**src/rtl/i2c_bus_capture.sv**
```systemverilog
// Passive I2C bus receiver.
// Synchronises and glitch-filters SCL/SDA, detects START / repeated START / STOP,
// and deserialises each 8-bit frame plus its ACK bit into a one-cycle byte strobe.
// Address bytes (first after any START) are tagged, and their R/W bit is held on rw.
module i2c_bus_capture #(
    parameter int SYNC_STAGES = 2,  // min 2
    parameter int FILT_CYC    = 3   // 1..15
) (
    input  logic       clk,
    input  logic       rst_n,
    input  logic       scl_in,
    input  logic       sda_in,
    output logic [7:0] byte_out,
    output logic       byte_valid,
    output logic       ack_out,
    output logic       is_addr,
    output logic       rw,
    output logic       start_det,
    output logic       rstart_det,
    output logic       stop_det,
    output logic       bus_busy,
    output logic       frame_err
);

    localparam int SCL = 0;
    localparam int SDA = 1;

    typedef enum logic [1:0] {
        ST_IDLE,
        ST_ADDR,
        ST_DATA,
        ST_ACK
    } state_e;

    // ------------------------------------------------------------------
    // Input synchronisers and level filters
    // ------------------------------------------------------------------
    logic [SYNC_STAGES-1:0] scl_sync_q;
    logic [SYNC_STAGES-1:0] sda_sync_q;
    logic [1:0]             line_raw;
    logic [1:0]             filt_q;
    logic [1:0]             filt_prev_q;
    logic [3:0]             fcnt_q [2];

    assign line_raw[SCL] = scl_sync_q[SYNC_STAGES-1];
    assign line_raw[SDA] = sda_sync_q[SYNC_STAGES-1];

    // Shift both bus lines through their synchroniser chains.
    always_ff @(posedge clk or negedge rst_n) begin
        if (!rst_n) begin
            // NOTE: synchronisers reset to 1 (idle bus level) so leaving reset never looks like an SDA/SCL fall.
            scl_sync_q <= '1;
            sda_sync_q <= '1;
        end else begin
            // NOTE: state uses non-blocking assignments so every flop samples pre-edge values.
            scl_sync_q <= {scl_sync_q[SYNC_STAGES-2:0], scl_in};
            sda_sync_q <= {sda_sync_q[SYNC_STAGES-2:0], sda_in};
        end
    end

    // Accept a new line level only after it has differed for FILT_CYC consecutive clks.
    always_ff @(posedge clk or negedge rst_n) begin
        if (!rst_n) begin
            filt_q      <= '1;
            filt_prev_q <= '1;
            // NOTE: the tiny per-line counter array is reset explicitly; it is control state, not storage.
            for (int i = 0; i < 2; i++) fcnt_q[i] <= '0;
        end else begin
            filt_prev_q <= filt_q;
            for (int i = 0; i < 2; i++) begin
                if (line_raw[i] != filt_q[i]) begin
                    if (fcnt_q[i] == 4'(FILT_CYC - 1)) begin
                        filt_q[i] <= line_raw[i];
                        fcnt_q[i] <= '0;
                    end else begin
                        fcnt_q[i] <= fcnt_q[i] + 4'd1;
                    end
                end else begin
                    fcnt_q[i] <= '0;
                end
            end
        end
    end

    // ------------------------------------------------------------------
    // Bus events from the filtered lines (valid for exactly one clk)
    // ------------------------------------------------------------------
    logic scl_rise;
    logic scl_high;
    logic start_ev;
    logic stop_ev;

    assign scl_rise = filt_q[SCL] & ~filt_prev_q[SCL];
    assign scl_high = filt_q[SCL] &  filt_prev_q[SCL];
    assign start_ev = scl_high & ~filt_q[SDA] &  filt_prev_q[SDA];
    assign stop_ev  = scl_high &  filt_q[SDA] & ~filt_prev_q[SDA];

    // ------------------------------------------------------------------
    // Frame FSM and datapath
    // ------------------------------------------------------------------
    state_e     state_q, state_d;
    logic [7:0] shift_q, shift_d;
    logic [3:0] bit_cnt_q, bit_cnt_d;
    logic       from_addr_q, from_addr_d;
    logic [7:0] byte_q, byte_d;
    logic       valid_q, valid_d;
    logic       ack_q, ack_d;
    logic       is_addr_q, is_addr_d;
    logic       rw_q, rw_d;
    logic       start_q, start_d;
    logic       rstart_q, rstart_d;
    logic       stop_q, stop_d;
    logic       busy_q, busy_d;
    logic       ferr_q, ferr_d;
    logic       partial;

    // A START/STOP arriving now would cut a byte short.
    assign partial = (bit_cnt_q != 4'd0) || (state_q == ST_ACK);

    // State register.
    always_ff @(posedge clk or negedge rst_n) begin
        if (!rst_n) state_q <= ST_IDLE;
        else        state_q <= state_d;
    end

    // Next-state logic; START/STOP take priority over a coincident SCL rise.
    always_comb begin
        // NOTE: default assignment first keeps this combinational block latch-free.
        state_d = state_q;
        if (stop_ev) begin
            state_d = ST_IDLE;
        end else if (start_ev) begin
            state_d = ST_ADDR;
        end else if (scl_rise) begin
            unique case (state_q)
                ST_ADDR, ST_DATA: if (bit_cnt_q == 4'd7) state_d = ST_ACK;
                ST_ACK:           state_d = ST_DATA;
                default:          state_d = state_q;
            endcase
        end
    end

    // Output / datapath next values.
    always_comb begin
        shift_d     = shift_q;
        bit_cnt_d   = bit_cnt_q;
        from_addr_d = from_addr_q;
        byte_d      = byte_q;
        valid_d     = 1'b0;
        ack_d       = ack_q;
        is_addr_d   = is_addr_q;
        rw_d        = rw_q;
        start_d     = 1'b0;
        rstart_d    = 1'b0;
        stop_d      = 1'b0;
        busy_d      = busy_q;
        ferr_d      = 1'b0;
        if (stop_ev) begin
            stop_d    = 1'b1;
            busy_d    = 1'b0;
            ferr_d    = partial;
            shift_d   = '0;
            bit_cnt_d = '0;
        end else if (start_ev) begin
            start_d   = (state_q == ST_IDLE);
            rstart_d  = (state_q != ST_IDLE);
            ferr_d    = partial;
            busy_d    = 1'b1;
            shift_d   = '0;
            bit_cnt_d = '0;
        end else if (scl_rise) begin
            unique case (state_q)
                ST_ADDR, ST_DATA: begin
                    shift_d   = {shift_q[6:0], filt_q[SDA]};
                    bit_cnt_d = bit_cnt_q + 4'd1;
                    if (bit_cnt_q == 4'd7) from_addr_d = (state_q == ST_ADDR);
                end
                ST_ACK: begin
                    valid_d   = 1'b1;
                    byte_d    = shift_q;
                    ack_d     = filt_q[SDA];
                    is_addr_d = from_addr_q;
                    if (from_addr_q) rw_d = shift_q[0];
                    bit_cnt_d = '0;
                end
                default: ;
            endcase
        end
    end

    // Datapath and output registers.
    always_ff @(posedge clk or negedge rst_n) begin
        if (!rst_n) begin
            shift_q     <= '0;
            bit_cnt_q   <= '0;
            from_addr_q <= 1'b0;
            byte_q      <= '0;
            valid_q     <= 1'b0;
            ack_q       <= 1'b0;
            is_addr_q   <= 1'b0;
            rw_q        <= 1'b0;
            start_q     <= 1'b0;
            rstart_q    <= 1'b0;
            stop_q      <= 1'b0;
            busy_q      <= 1'b0;
            ferr_q      <= 1'b0;
        end else begin
            shift_q     <= shift_d;
            bit_cnt_q   <= bit_cnt_d;
            from_addr_q <= from_addr_d;
            byte_q      <= byte_d;
            valid_q     <= valid_d;
            ack_q       <= ack_d;
            is_addr_q   <= is_addr_d;
            rw_q        <= rw_d;
            start_q     <= start_d;
            rstart_q    <= rstart_d;
            stop_q      <= stop_d;
            busy_q      <= busy_d;
            ferr_q      <= ferr_d;
        end
    end

    assign byte_out   = byte_q;
    assign byte_valid = valid_q;
    assign ack_out    = ack_q;
    assign is_addr    = is_addr_q;
    assign rw         = rw_q;
    assign start_det  = start_q;
    assign rstart_det = rstart_q;
    assign stop_det   = stop_q;
    assign bus_busy   = busy_q;
    assign frame_err  = ferr_q;

endmodule
```
**config.mk**
```make
export PLATFORM = sky130hd
export DESIGN_NAME = i2c_bus_capture
export DESIGN_NICKNAME = d
export VERILOG_FILES = /design/src/rtl/i2c_bus_capture.sv
export SDC_FILE = /design/constraint.sdc
export NUM_CORES = 1
export LEC_CHECK = 0
export CORE_ASPECT_RATIO = 1.5
export CORE_UTILIZATION = 50
export DETAILED_ROUTE_END_ITERATION = 10
export PLACE_DENSITY = 0.84
export SLEW_MARGIN = 20
export SYNTH_ARGS = -nofsm -noshare
export SYNTH_HDL_FRONTEND = slang
export SYNTH_SLANG_ARGS = --single-unit
```
**constraint.sdc**
```tcl
create_clock -name clk -period 3.8 [get_ports clk]
set_input_delay 0.76 -clock clk [delete_from_list [all_inputs] [get_ports clk]]
set_output_delay 0.76 -clock clk [all_outputs]
set_load 0.03 [all_outputs]
```
* Word-level counts from Yosys, hierarchy flattened
Index checks and enable logic that the tools add are counted.
** Storage, ports and cells
- Register bits after elaboration :: 48
- Input bits :: 4
- Output and inout port bits :: 17
- Word-level logic and storage cells :: 91
** Operators by class
- Add/sub/neg operators :: 3
- Equality and inequality tests :: 9
- Mux-type cells :: 30
- Bitwise operators :: 11
- Reductions and logical operators :: 17
** Operator list (number)
- $mux 8 :: 4
- $mux 4 :: 7
- $mux 1 :: 13
- $add 4x1->4 const B :: 3
- $reduce_and 5->1 :: 2
- $eq 4x2->1 const B :: 2
- $mux 2 :: 4
- $pmux 4 s2 :: 1
- $reduce_and 2->1 :: 4
- $reduce_bool 4->1 :: 2
- $and 1x1->1 :: 6
- $reduce_bool 3->1 :: 2
- $not 1->1 :: 5
- $eq 2x2->1 const B :: 2
- $eq 4x3->1 const B :: 1
- $ne 4x4->1 const B :: 1
- $pmux 2 s2 :: 1
- $reduce_and 4->1 :: 1
- $reduce_bool 2->1 :: 2
- $reduce_and 3->1 :: 1
- $eq 2x1->1 const B :: 1
- $logic_not 2->1 :: 1
- $ne 1x1->1 :: 2
- $reduce_or 2->1 :: 1
- $logic_or 1x1->1 :: 1

* Depth between registers and ports, before layout
- Depth in word-level cells :: 6
- Mapped depth :: 6
- Mapped depth without buffers :: 5

* Worst setup path before layout
Ideal clock, no wire load.
- Kind :: register to register
- Start point :: reg state_q[0]
- End point :: reg bit_cnt_q[3]
- Setup time :: 0.082 ns
- Arrival time :: 1.718 ns
- Data required time :: 3.718 ns
- Setup slack :: 2.000 ns
- Cell stages (with the launch flop) :: 7
- Buffers on the path :: 1
- Clock period less this slack :: 1.800 ns
- Cell sequence :: dfrtp_1 inv_1 ha_1 or3b_1 buf_2 or4_1 a31oi_1
** Between the ends
- Word-level cells in the longest chain between the ends :: 6
- Elaborated cells between the ends (all ways) :: 10
- Classes of those cells :: eq/ne (3); mux (4); reduce/logical (3)
** RTL lines
- start, declared :: line 101 : state_e state_q, state_d;
- start signal, assigned :: line 123 : else state_q <= state_d;
- $eq 2x1->1 or $eq 2x2->1 (tied branches) :: line 172 : unique case (state_q)
- $reduce_or 2->1 :: line 172
- $pmux 4 s2 :: line 172
- $mux 4 :: line 171 : end else if (scl_rise) begin
- $mux 4 :: line 164 : end else if (start_ev) begin
- $mux 4 :: line 158 : if (stop_ev) begin
- end signal, assigned :: line 209 : bit_cnt_q <= bit_cnt_d;
- end, declared :: line 103 : logic [3:0] bit_cnt_q, bit_cnt_d;
Several ways; a longest one is shown, not always the timed one. The select of a mux whose other input is x is not followed.
A chain may end at the register's enable or synchronous reset.

* Worst setup path in the final report
- Start point :: reg busy_q (netlist: bus_busy)
- End point :: out bus_busy
** RTL lines
- start, declared :: line 113 : logic busy_q, busy_d;
- start signal, assigned :: line 219 : busy_q <= busy_d;
- end, declared :: line 21 : output logic bus_busy,
No word-level cell between the ends.

==> qor.txt <==
======================================================================================
Synth top area cells                                                      sky130_fd_sc_hd__dfrtp_1 (49%), sky130_fd_sc_hd__dfstp_2 (10%), sky130_fd_sc_hd__nand2_1 (6.8%)
Final setup slack of the worst path                                            1690 ps
Final period demand of the worst path                                          2110 ps
Cell leakage power                                                          0.00119 uW
Post-synth top area share                                                        0.492
Register clock-pin slew on the reported worst setup and hold paths               90 ps
Largest net degree at the start of global routing                                   49
Final #Nets                                                                        218
Cts hold-fix bufs                                                                    0
Worst IR drop on VDD                                                            571 uV
Unrepaired setup endpoints after global routing                                  false
I/O Buffers                                                                         20
Final number of max-transition violations                                            0
Diode count                                                                          0
Die Footprint                                                                 4340 um2
Clock tree from TritonCTS                                                        built
Most used DFF post-synth                                                  sky130_fd_sc_hd__dfrtp_1
Total wire length after detailed routing                                       3270 um
Clk buf depth                                                                        2
Synthesis-to-layout area growth                                                  15.3%
Number of antenna violations at the first check in global routing                    0
Vias in the first global route                                                    1276
First-pass GRT wire length                                                     5650 um
Unique cell type count in the Yosys netlist                                         34
Final antenna-violating net count                                                    0
Overall power after layout                                                     1790 uW
Number of register bits inferred by synthesis                                       48
Share of the clock period used by the worst path                                 0.555
Top delay family on crit path                                             buffers and inverters
Total standard cell area after synthesis                                      2040 um2
CP bufs+invs                                                                         1
Slowest cell on crit path                                                 sky130_fd_sc_hd__clkdlybuf4s50_1
Overflow after GRT                                                                   0
Synthesized instance count                                                         185
Worst slack at placement                                                       1860 ps
Weighted congestion reported at the end of routability-driven placement          0.808
Count leader, synth                                                       sky130_fd_sc_hd__dfrtp_1
Largest stage delay, worst path                                                 670 ps
Worst-case clock skew                                                          8.72 ps
Root cell of the clock tree                                               sky130_fd_sc_hd__clkbuf_8
Core footprint                                                                3920 um2
Max-Slew Margin vs Limit                                                         0.617
Sort of element at the end of the critical path                            output port
Fmax achieved                                                                  474 MHz
Later-pin clock latency in the skew report                                      300 ps
Required arrival time at the worst endpoint                                    3040 ps
Number of remaining DRC errors                                                       0
Rows                                                                                28
Avg Cell Area, Syn                                                            11.0 um2
Status                                                                    finished clean
Share of async-settable or async-resettable flops after synthesis                 1.00
CTS Buf Count                                                                        5
Dpl hpwl                                                                       2290 um
Launching element type of the critical path                                  flip-flop
Total count of hold-check failures in the final report                               0
Sequential fraction of the synthesis area                                        0.595
WP data arrival                                                                1350 ps
Fraction of final layout cells with drive strength greater than 1                0.117
Final setup TNS                                                                   0 ps
Power density normalized to cell area                                       761 nW/um2
Post-CTS setup repair buffer count                                                   0
Max FO, Critical Path                                                                3
Syn Nets                                                                           198
X dimension of the die                                                         54.1 um
Vias                                                                              1324
Mean number of vias per cell                                                      5.27
Slew at the pin with the worst max-slew slack                                   574 ps
Maxcap violations                                                                    0
First-iteration detailed-routing DRC count                                          35
Leading area contributor after synthesis                                  sky130_fd_sc_hd__dfrtp_1
# clock sinks                                                                       48
Final setup violating endpoints                                                      0
Detail-routed net length per standard cell                                     13.0 um
Number of synthesis warnings                                                         0
Effective utilization at floorplan                                               0.519
Commonest cells in the synthesized netlist                                sky130_fd_sc_hd__dfrtp_1 (40), sky130_fd_sc_hd__nand2_1 (37), sky130_fd_sc_hd__nor2_1 (22)
Number of enable-type register cells in the synthesized netlist                      0
H-tree levels                                                                        2
Type of the worst setup path                                                   reg2out
Global-route total usage across every layer                                      0.185
Vertical extent of the die                                                     80.1 um
Number of primary I/O pins                                                          21
Type of the tightest min-delay check                                           reg2reg
List of cells traversed by the critical path                              clkdlybuf4s50_1
Number of optimization iterations in the first detailed-route pass                   4
Post-cts gate resize count                                                           0
======================================================================================
==> power breakdown <==
part	switching [uW]	total (uW)	internal [uW]
Clock	163	308	145
Sequential	152	834	682
Combinational	358	645	286
==> metal layers <==
layer / vias up / wire length [um] / track usage
li1: 643 / - / -
met1: 657 / 1350 / 0.232
met2: 15 / 1730 / 0.285
met3: 9 / 87 / 0.0511
met4: 0 / 97 / 0.0949
met5: - / 0 / 0
==> cell usage in the layout, fill, tap and decap left out, types with 6 or more instances in the layout <==
master	count
sky130_fd_sc_hd__dfstp_2	8
sky130_fd_sc_hd__inv_1	9
sky130_fd_sc_hd__nand2_1	37
sky130_fd_sc_hd__clkdlybuf4s50_1	19
sky130_fd_sc_hd__mux2i_1	7
sky130_fd_sc_hd__clkbuf_8	6
sky130_fd_sc_hd__nor2_1	22
sky130_fd_sc_hd__dfrtp_1	40
sky130_fd_sc_hd__ha_1	9
==> kinds of logic after synthesis <==
| logic type | Yosys count | synth area share |
|---|---|---|
| simple gates | 79 | 0.177 |
| compound gates | 15 | 0.0522 |
| flops | 48 | 0.595 |
| buf+inv | 16 | 0.0338 |
| fa+ha+maj | 9 | 0.0553 |
| mux | 11 | 0.0565 |
| xor+xnor | 7 | 0.0301 |
==> flip-flops by register name (all words and copies together) (netlist names), 2 cells and up <==
| register | count |
|---|---|
| byte_out | 8 |
| fcnt_q | 8 |
| shift_q | 8 |
| bit_cnt_q | 4 |
| filt_prev_q | 2 |
| filt_q | 2 |
| scl_sync_q | 2 |
| sda_sync_q | 2 |
| state_q | 2 |
==> final cells by class <==
cell class | instances | area (um2)
Clock buffer | 6 | 82.6
Tap cell | 45 | 56.3
Inverter | 9 | 33.8
Multi-Input combinational cell | 121 | 756
Clock inverter | 2 | 10.0
Fill cell | 328 | 1580
Timing Repair Buffer | 20 | 198
Sequential cell | 48 | 1210
==> final timing paths <==
kind                          startpoint             end  slack (ps)  cells after the start
hold reg to reg            scl_sync_q[0]   scl_sync_q[1]         360                      0
min in group asynchronous          rst_n     byte_out[6]         450                      1
hold / removal             scl_sync_q[0]   scl_sync_q[1]         360                      0
setup reg to reg              state_q[0]              rw        1850                      5
setup / recovery                bus_busy        bus_busy        1690                      1
max in group asynchronous          rst_n  filt_prev_q[1]        2950                      1
==> stage by stage <==
stage,util,hold slack [ps],cells,instance area (um2)
floorplan,-,345,185,2040
global placement,0.574,347,243,2250
detailed placement,0.574,349,243,2250
CTS,0.598,361,251,2340
global route,0.598,362,251,2350
finish,0.598,359,251,2350
(Power assumes the default switching activity.)
